`src/rtl/apb_master_arbiter.sv`:
```
// rtl/apb_master_arbiter.sv - round-robin APB master shared by two requesters
// Optional macro APB_ARB_TIMEOUT_EN aborts an ACCESS phase after TIMEOUT wait states.
module apb_master_arbiter #(
  parameter int ADDR_W  = 8,
  parameter int DATA_W  = 32,
  parameter int TIMEOUT = 16
) (
  input  logic              clk,
  input  logic              rst,
  input  logic [1:0]        req,
  input  logic              write0,
  input  logic [ADDR_W-1:0] addr0,
  input  logic [DATA_W-1:0] wdata0,
  input  logic              write1,
  input  logic [ADDR_W-1:0] addr1,
  input  logic [DATA_W-1:0] wdata1,
  output logic [1:0]        done,
  output logic [DATA_W-1:0] rdata,
  output logic              err,
  output logic [ADDR_W-1:0] paddr,
  output logic              pwrite,
  output logic              psel,
  output logic              penable,
  output logic [DATA_W-1:0] pwdata,
  input  logic [DATA_W-1:0] prdata,
  input  logic              pready
);

  typedef enum logic [1:0] {IDLE, SETUP, ACCESS} state_t;

  state_t              state, state_nx;
  logic                gnt, gnt_nx;
  logic                last_gnt, last_gnt_nx;
  logic [ADDR_W-1:0]   paddr_nx;
  logic                pwrite_nx, psel_nx, penable_nx;
  logic [DATA_W-1:0]   pwdata_nx;
  logic [1:0]          done_nx;
  logic [DATA_W-1:0]   rdata_nx;
  logic                err_nx;
  logic [1:0]          eligible;
  logic                pick;

`ifdef APB_ARB_TIMEOUT_EN
  localparam int CNT_W = $clog2(TIMEOUT + 1);
  logic [CNT_W-1:0] cnt, cnt_nx;
`endif

  // A requester whose done is still high is dropping req and must not be re-granted.
  assign eligible = req & ~done;
  assign pick     = eligible[1] & (~eligible[0] | ~last_gnt);

  always_comb begin
    state_nx    = state;
    gnt_nx      = gnt;
    last_gnt_nx = last_gnt;
    paddr_nx    = paddr;
    pwrite_nx   = pwrite;
    psel_nx     = psel;
    penable_nx  = penable;
    pwdata_nx   = pwdata;
    done_nx     = 2'b00;
    rdata_nx    = '0;
    err_nx      = 1'b0;
`ifdef APB_ARB_TIMEOUT_EN
    cnt_nx      = cnt;
`endif
    case (state)
      IDLE: begin
        paddr_nx   = '0;
        pwrite_nx  = 1'b0;
        psel_nx    = 1'b0;
        penable_nx = 1'b0;
        pwdata_nx  = '0;
        if (|eligible) begin
          gnt_nx    = pick;
          paddr_nx  = pick ? addr1  : addr0;
          pwrite_nx = pick ? write1 : write0;
          pwdata_nx = pick ? wdata1 : wdata0;
          psel_nx   = 1'b1;
          state_nx  = SETUP;
        end
      end
      SETUP: begin
        penable_nx = 1'b1;
`ifdef APB_ARB_TIMEOUT_EN
        cnt_nx     = '0;
`endif
        state_nx   = ACCESS;
      end
      ACCESS: begin
        if (pready) begin
          paddr_nx     = '0;
          pwrite_nx    = 1'b0;
          psel_nx      = 1'b0;
          penable_nx   = 1'b0;
          pwdata_nx    = '0;
          done_nx[gnt] = 1'b1;
          rdata_nx     = pwrite ? '0 : prdata;
          last_gnt_nx  = gnt;
          state_nx     = IDLE;
        end
`ifdef APB_ARB_TIMEOUT_EN
        // The wait cycle that would bring the count to TIMEOUT aborts instead.
        else if (cnt == CNT_W'(TIMEOUT - 1)) begin
          paddr_nx     = '0;
          pwrite_nx    = 1'b0;
          psel_nx      = 1'b0;
          penable_nx   = 1'b0;
          pwdata_nx    = '0;
          done_nx[gnt] = 1'b1;
          err_nx       = 1'b1;
          last_gnt_nx  = gnt;
          state_nx     = IDLE;
        end else begin
          cnt_nx = cnt + 1'b1;
        end
`endif
      end
      default: state_nx = IDLE;
    endcase
  end

  always_ff @(posedge clk or posedge rst) begin
    if (rst) begin
      state    <= IDLE;
      gnt      <= 1'b0;
      last_gnt <= 1'b1;
      paddr    <= '0;
      pwrite   <= 1'b0;
      psel     <= 1'b0;
      penable  <= 1'b0;
      pwdata   <= '0;
      done     <= 2'b00;
      rdata    <= '0;
      err      <= 1'b0;
`ifdef APB_ARB_TIMEOUT_EN
      cnt      <= '0;
`endif
    end else begin
      state    <= state_nx;
      gnt      <= gnt_nx;
      last_gnt <= last_gnt_nx;
      paddr    <= paddr_nx;
      pwrite   <= pwrite_nx;
      psel     <= psel_nx;
      penable  <= penable_nx;
      pwdata   <= pwdata_nx;
      done     <= done_nx;
      rdata    <= rdata_nx;
      err      <= err_nx;
`ifdef APB_ARB_TIMEOUT_EN
      cnt      <= cnt_nx;
`endif
    end
  end

endmodule

```
`config.mk`:
```
export PLATFORM = sky130hd
export DESIGN_NAME = apb_master_arbiter
export DESIGN_NICKNAME = d
export VERILOG_FILES = /design/src/rtl/apb_master_arbiter.sv
export SDC_FILE = /design/constraint.sdc
export NUM_CORES = 1
export LEC_CHECK = 0
export ABC_AREA = 1
export CAP_MARGIN = 15
export CORE_ASPECT_RATIO = 1.5
export CORE_MARGIN = 2
export CORE_UTILIZATION = 30
export CTS_CLUSTER_DIAMETER = 150
export DETAILED_ROUTE_END_ITERATION = 8
export SLEW_MARGIN = 0
export SYNTH_ARGS = -nofsm -noshare
export SYNTH_HDL_FRONTEND = slang
export SYNTH_SLANG_ARGS = --single-unit
```
`constraint.sdc`:
```
create_clock -name clk -period 3.2 [get_ports clk]
set_clock_uncertainty 0.15 [all_clocks]
set_input_delay 0.48 -clock clk [delete_from_list [all_inputs] [get_ports clk]]
set_output_delay 0.48 -clock clk [all_outputs]
set_load 0.01 [all_outputs]
```
==> flow_metrics.py, run 1 <==
metrics = {
    "run_status": {
        "status": "finished clean",
    },
    "grt": {
        "grt_pass1_wl_um": 17700,
        "overflow": 0,
        "antenna_found_initial": 0,
        "first_global_vias": 3656,
        "track_usage_pct": 17.1,
        "grt_max_degree": 44,
    },
    "detailed_routing": {
        "drc": 0,
        "dr.pass1.iters": 4,
        "drtIter0Drc": 100,
        "wl_um": 11300,
        "vias_per_cell": 4.41,
        "ant_nets": 0,
        "vias": 3686,
        "wire_per_inst_um": 13.5,
    },
    "clocking": {
        "cts.path.max_buffers": 2,
        "cts_resized": 0,
        "cts.hold.buffers_added": 0,
        "clk_latency_ns": 0.32,
        "cts_tree": "yes",
        "h-tree-depth": 3,
        "cts_sinks": 81,
        "cts_buffers": 9,
        "post_cts_buffers": 0,
        "clkSlewWorstSetupHoldPaths_ns": 0.06,
        "ctsRootBufferMaster": "clkbuf_16",
    },
    "timing": {
        "fmax_mhz": 446,
        "slew_viol_final": 0,
        "fin_setup_tns_ns": 0,
        "rsz0062_at_grt": "false",
        "setup_violations": 0,
        "slew_headroom_pct": 36.3,
        "fin_crit_ns": 2.24,
        "fin_crit_sh_pct": 70.0,
        "hold_viol_final": 0,
        "whs_ns": 0.314,
        "setup_ws_ns": 0.959,
        "tightest_slew_ns": 0.953,
    },
    "synthesis": {
        "syn_nets": 612,
        "synth_seq_area_share_pct": 54.6,
        "yosysMostFrequentCell": "nand2_1",
        "yosysWarnings": 0,
        "synth_edf_count": 0,
        "synth_area_leaders": "dfrtp_1 54%, nand2_1 17%, nand3_1 11%, inv_1 9.1%, nor2_1 3.7%",
        "ys_seq_elements": 81,
        "yosysTopAreaCell": "dfrtp_1",
        "synth_flop_cell": "dfrtp_1",
        "synth_cell_types": 15,
        "avgSynthCellArea_um2": 7.54,
        "ys_async_sr_fraction_pct": 100,
        "synth_common_cells": "165 x nand2_1, 90 x inv_1, 83 x nand3_1",
        "syn_inst": 493,
        "synth_top_area_share_pct": 53.9,
        "syn-cell-area_mm2": 0.00372,
    },
    "min_path": {
        "hp-class": "reg -> reg",
    },
    "place": {
        "dp_cells": 820,
        "post-dp-hpwl_um": 8380,
        "post-place-ws_ns": 0.892,
        "numPortBuffers": 195,
        "placed_area_mm2": 0.00581,
        "place_congestion": 0.781,
    },
    "floorplan": {
        "core_area_mm2": 0.0120,
        "fp.dieW_um": 94.9,
        "rows": 49,
        "pin_count": 197,
        "dieHeight_um": 140,
        "start_util_pct": 30.9,
        "die_area_mm2": 0.0133,
    },
    "setup_path": {
        "cp.arrival_ns": 1.61,
        "cp.required_ns": 2.57,
        "critPathLaunchType": "flop",
        "critPathMaxFanout": 34,
        "critPathMaxStageDelay_ns": 0.63,
        "cp_slowest_cell": "clkdlybuf4s50_1",
        "critPathKind": "reg -> out",
        "worstSetupEndpointType": "output pin",
        "crit_chain": "buf_4, clkdlybuf4s50_1",
    },
    "power": {
        "ir_drop_mv": 0.307,
        "power.density_mw_per_mm2": 736,
        "p_leak_nw": 3.16,
        "power.total_mw": 4.52,
    },
    "final_layout": {
        "fillCellCount": 1173,
        "fin_cells": 836,
        "final_nets": 797,
        "n_antenna_cell": 0,
        "final_util_pct": 51.1,
        "layout-drive-gt1-share_pct": 4.54,
        "postLayoutCellArea_mm2": 0.00614,
        "area_growth_pct": 65.1,
    },
    "flow_run": {
        "cap_violations": 0,
    },
}
==> logic make-up (layout without fill, tap and decap cells) <==
kind of cell           count (synthesis)  after routing  share of synthesized area (%)
DFF                                   81             81                           54.6
buffers and inverters                120            310                           12.9
other                                  1              1                          0.101
and+or+nand+nor                      288            288                           32.1
AOI/OAI and AO/OA                      3              3                          0.404
==> cell type report <==
class | instances | area (µm²) | area share [%]
sequential | 81 | 2030 | 33.1
clock buffer | 9 | 225 | 3.67
tap | 153 | 191 | 3.12
timing repair buffer | 202 | 2020 | 32.9
inverter | 92 | 347 | 5.65
multi-input combinational | 292 | 1230 | 20.0
clock inverter | 7 | 101 | 1.65
==> final timing paths <==
path	from	end	slack, ns	cells past startpoint
setup / recovery	pwrite	pwrite	0.96	2
min in group asynchronous	rst	rdata[28]	0.42	2
max in group asynchronous	rst	last_gnt	1.73	3
setup reg to reg	state[0]	paddr[3]	1.36	5
hold / removal	gnt	done[0]	0.31	1
hold reg to reg	gnt	done[0]	0.31	1
==> cell usage in the layout, fill, tap and decap left out <==
| cell | instances |
|---|---|
| nand3_2 | 1 |
| a21oi_1 | 1 |
| nor2_2 | 1 |
| o21ai_1 | 1 |
| clkinv_2 | 2 |
| inv_6 | 1 |
| inv_1 | 89 |
| nor2_4 | 2 |
| buf_4 | 6 |
| nand2_1 | 165 |
| nand3_1 | 82 |
| buf_12 | 1 |
| clkdlybuf4s50_1 | 195 |
| clkbuf_16 | 9 |
| clkinv_4 | 1 |
| dfrtp_1 | 80 |
| inv_2 | 2 |
| dfstp_2 | 1 |
| nor2_1 | 37 |
| o21ai_0 | 1 |
| clkinvlp_4 | 1 |
| inv_8 | 1 |
| conb_1 | 1 |
| bufinv_16 | 2 |
==> worst max-delay path, delay by kind of cell, from the launching register on <==
kind                   cells  cell delay [ns]
buffers and inverters      2             0.95
flip-flops                 1             0.33
==> state kept, by name, indices dropped and copies added (netlist names) <==
signal and flops:
gnt 1, done 2, pwrite 1, pwdata 32
psel 1, last_gnt 1, penable 1, state 2
paddr 8, rdata 32
==> layer usage <==
| layer | part of all wire (%) | track usage [%] | up-vias |
|---|---|---|---|
| met1 | 37 | 18.7 | 1713 |
| met3 | 6.3 | 3.50 | 20 |
| met5 | 0 | 0 | - |
| met2 | 54 | 31.4 | 127 |
| met4 | 2.4 | 6.86 | 0 |
| li1 | - | - | 1826 |
==> report_power, final <==
group / leakage [nW] / internal [mW] / total [mW] / switching (mW)
Combinational: 1.94 / 0.883 / 1.89 / 1.00
Sequential: 1.06 / 1.35 / 1.52 / 0.166
Clock: 0.158 / 0.691 / 1.11 / 0.422
Total: 3.16 / 2.93 / 4.52 / 1.59
Note: power is estimated with default switching activity, not from simulation.
==> run 2, diff against run 1 <==
PLACE_DENSITY = 0.66   (was unset)
clock period = 1.86 ns   (was 3.2 ns; I/O delays follow)
==> run 2 against run 1 <==
Wire length up 0.87%. Hold slack worse by 0.18 ns. Critical path depth down 1. Utilization up 0.40 points. Clock power up 39%. Register-to-register slack worse by 1.1 ns. Clock-buffer cell count up 1. First-iteration DRC count up 27%. Power up 68%. Final cell count up 0.72%. Design area up 0.77%. Largest power group unchanged.
==> flow_metrics.py, run 2 (synthesis results as in run 1) <==
metrics = {
    "run_status": {
        "status": "finished clean",
    },
    "final_layout": {
        "layout-drive-gt1-share_pct": 5.37,
        "postLayoutCellArea_mm2": 0.00618,
        "regArea_mm2": 0.00203,
        "n_antenna_cell": 0,
        "reg.largest.list": "pwdata: 32 flops, rdata: 32 flops, paddr: 8 flops",
        "final_nets": 805,
        "fillCellCount": 1174,
        "multi_input_area_mm2": 0.00124,
        "area_growth_pct": 66.3,
        "final_common_cell": "clkdlybuf4s50_1",
        "final_cell_mix": "195 x clkdlybuf4s50_1, 165 x nand2_1, 89 x inv_1",
        "final_util_pct": 51.5,
    },
    "floorplan": {
        "die_area_mm2": 0.0133,
        "rows": 49,
        "pin_count": 197,
        "start_util_pct": 30.9,
        "dieHeight_um": 140,
        "fp.dieW_um": 94.9,
        "core_area_mm2": 0.0120,
    },
    "detailed_routing": {
        "vias_per_cell": 4.34,
        "wl_um": 11400,
        "ant_nets": 0,
        "drc": 0,
        "wire_per_inst_um": 13.5,
        "vias": 3656,
        "dr.pass1.iters": 5,
        "drtIter0Drc": 127,
    },
    "clocking": {
        "post_cts_buffers": 0,
        "cts.hold.buffers_added": 0,
        "h-tree-depth": 3,
        "cts_sinks": 81,
        "ctsRootBufferMaster": "clkbuf_16",
        "cts_buffers": 9,
        "cts.path.max_buffers": 2,
        "cts_resized": 0,
        "clkSlewWorstSetupHoldPaths_ns": 0.06,
        "clk_latency_ns": 0.33,
        "cts_tree": "yes",
    },
    "place": {
        "placed_area_mm2": 0.00591,
        "numPortBuffers": 195,
        "post-dp-hpwl_um": 8330,
        "place_congestion": 0.784,
        "post-place-ws_ns": -0.215,
    },
    "grt": {
        "track_usage_pct": 17.1,
        "first_global_vias": 3693,
        "grt_pass1_wl_um": 17600,
        "antenna_found_initial": 0,
        "overflow": 0,
        "grt_max_degree": 44,
    },
    "timing": {
        "setup_violations": 0,
        "fin_crit_ns": 1.76,
        "hold_viol_final": 0,
        "fin_crit_sh_pct": 94.6,
        "fmax_mhz": 569,
        "tightest_slew_ns": 0.600,
        "rsz0062_at_grt": "false",
        "slew_headroom_pct": 59.9,
        "setup_ws_ns": 0.101,
        "slew_viol_final": 0,
        "fin_setup_tns_ns": 0,
    },
    "min_path": {
        "hp-class": "in -> async",
    },
    "flow_run": {
        "cap_violations": 0,
    },
    "setup_path": {
        "cp_slowest_cell": "clkdlybuf4s50_1",
        "critPathKind": "reg -> out",
        "worst-path-buf-inv": 1,
        "critPathLaunchType": "flop",
        "worstSetupEndpointType": "output pin",
        "cp.arrival_ns": 1.33,
        "cp.required_ns": 1.43,
        "crit_chain": "clkdlybuf4s50_1",
        "critPathMaxStageDelay_ns": 0.58,
        "path_delay_family": "buffers and inverters",
        "critPathMaxFanout": 3,
    },
    "power": {
        "power.total_mw": 7.61,
        "ir_drop_mv": 0.677,
        "p_leak_nw": 3.18,
        "power.density_mw_per_mm2": 1230,
    },
}
run 2: path summary, 6_finish.rpt:
kind | end | cells after the start | slack [ns] | from
max | done[1] | 1 | 0.10 | done[1]
min | rdata[31] | 2 | 0.14 | rst
max reg2reg | pwrite | 6 | 0.22 | state[0]
min reg2reg | done[0] | 1 | 0.31 | gnt
max in group asynchronous | last_gnt | 3 | 0.89 | rst
min in group clk | done[0] | 1 | 0.31 | gnt
run 2: stage by stage:
stage | instances | hold WS, ns
after floorplan | 493 | 0.244
final | 842 | 0.136
after global placement | 827 | 0.295
after detailed placement | 827 | 0.305
after global routing | 842 | 0.185
after CTS | 841 | 0.138
run 2: worst reg2reg max path: stages, from the launching register on:
cell,delay (ns)
dfrtp_1,0.41
nor2_2,0.32
nand2_1,0.20
inv_2,0.12
buf_12,0.18
nand3_1,0.13
nand2_1,0.07
run 2: per-layer routing:
metal,vias up,GRT usage [%],routed length [µm]
met5,-,0,0
li1,1844,-,-
met2,120,29.9,5810
met4,0,8.85,356
met1,1670,19.6,4480
met3,22,3.01,705
run 2: report_power, final:
group	leakage [nW]	switching [mW]	internal (mW)
clock	0.124	0.662	0.881
combinational	1.99	1.81	1.63
sequential	1.06	0.292	2.33
run 2: layout make-up:
class | count | share of cell area [%]
clock buffers | 10 | 3.70
clock inverters | 4 | 0.364
inverters | 92 | 5.65
multi-input cells | 293 | 20.1
flip-flops and latches | 81 | 32.8
well taps | 153 | 3.10
repair buffers | 209 | 34.3
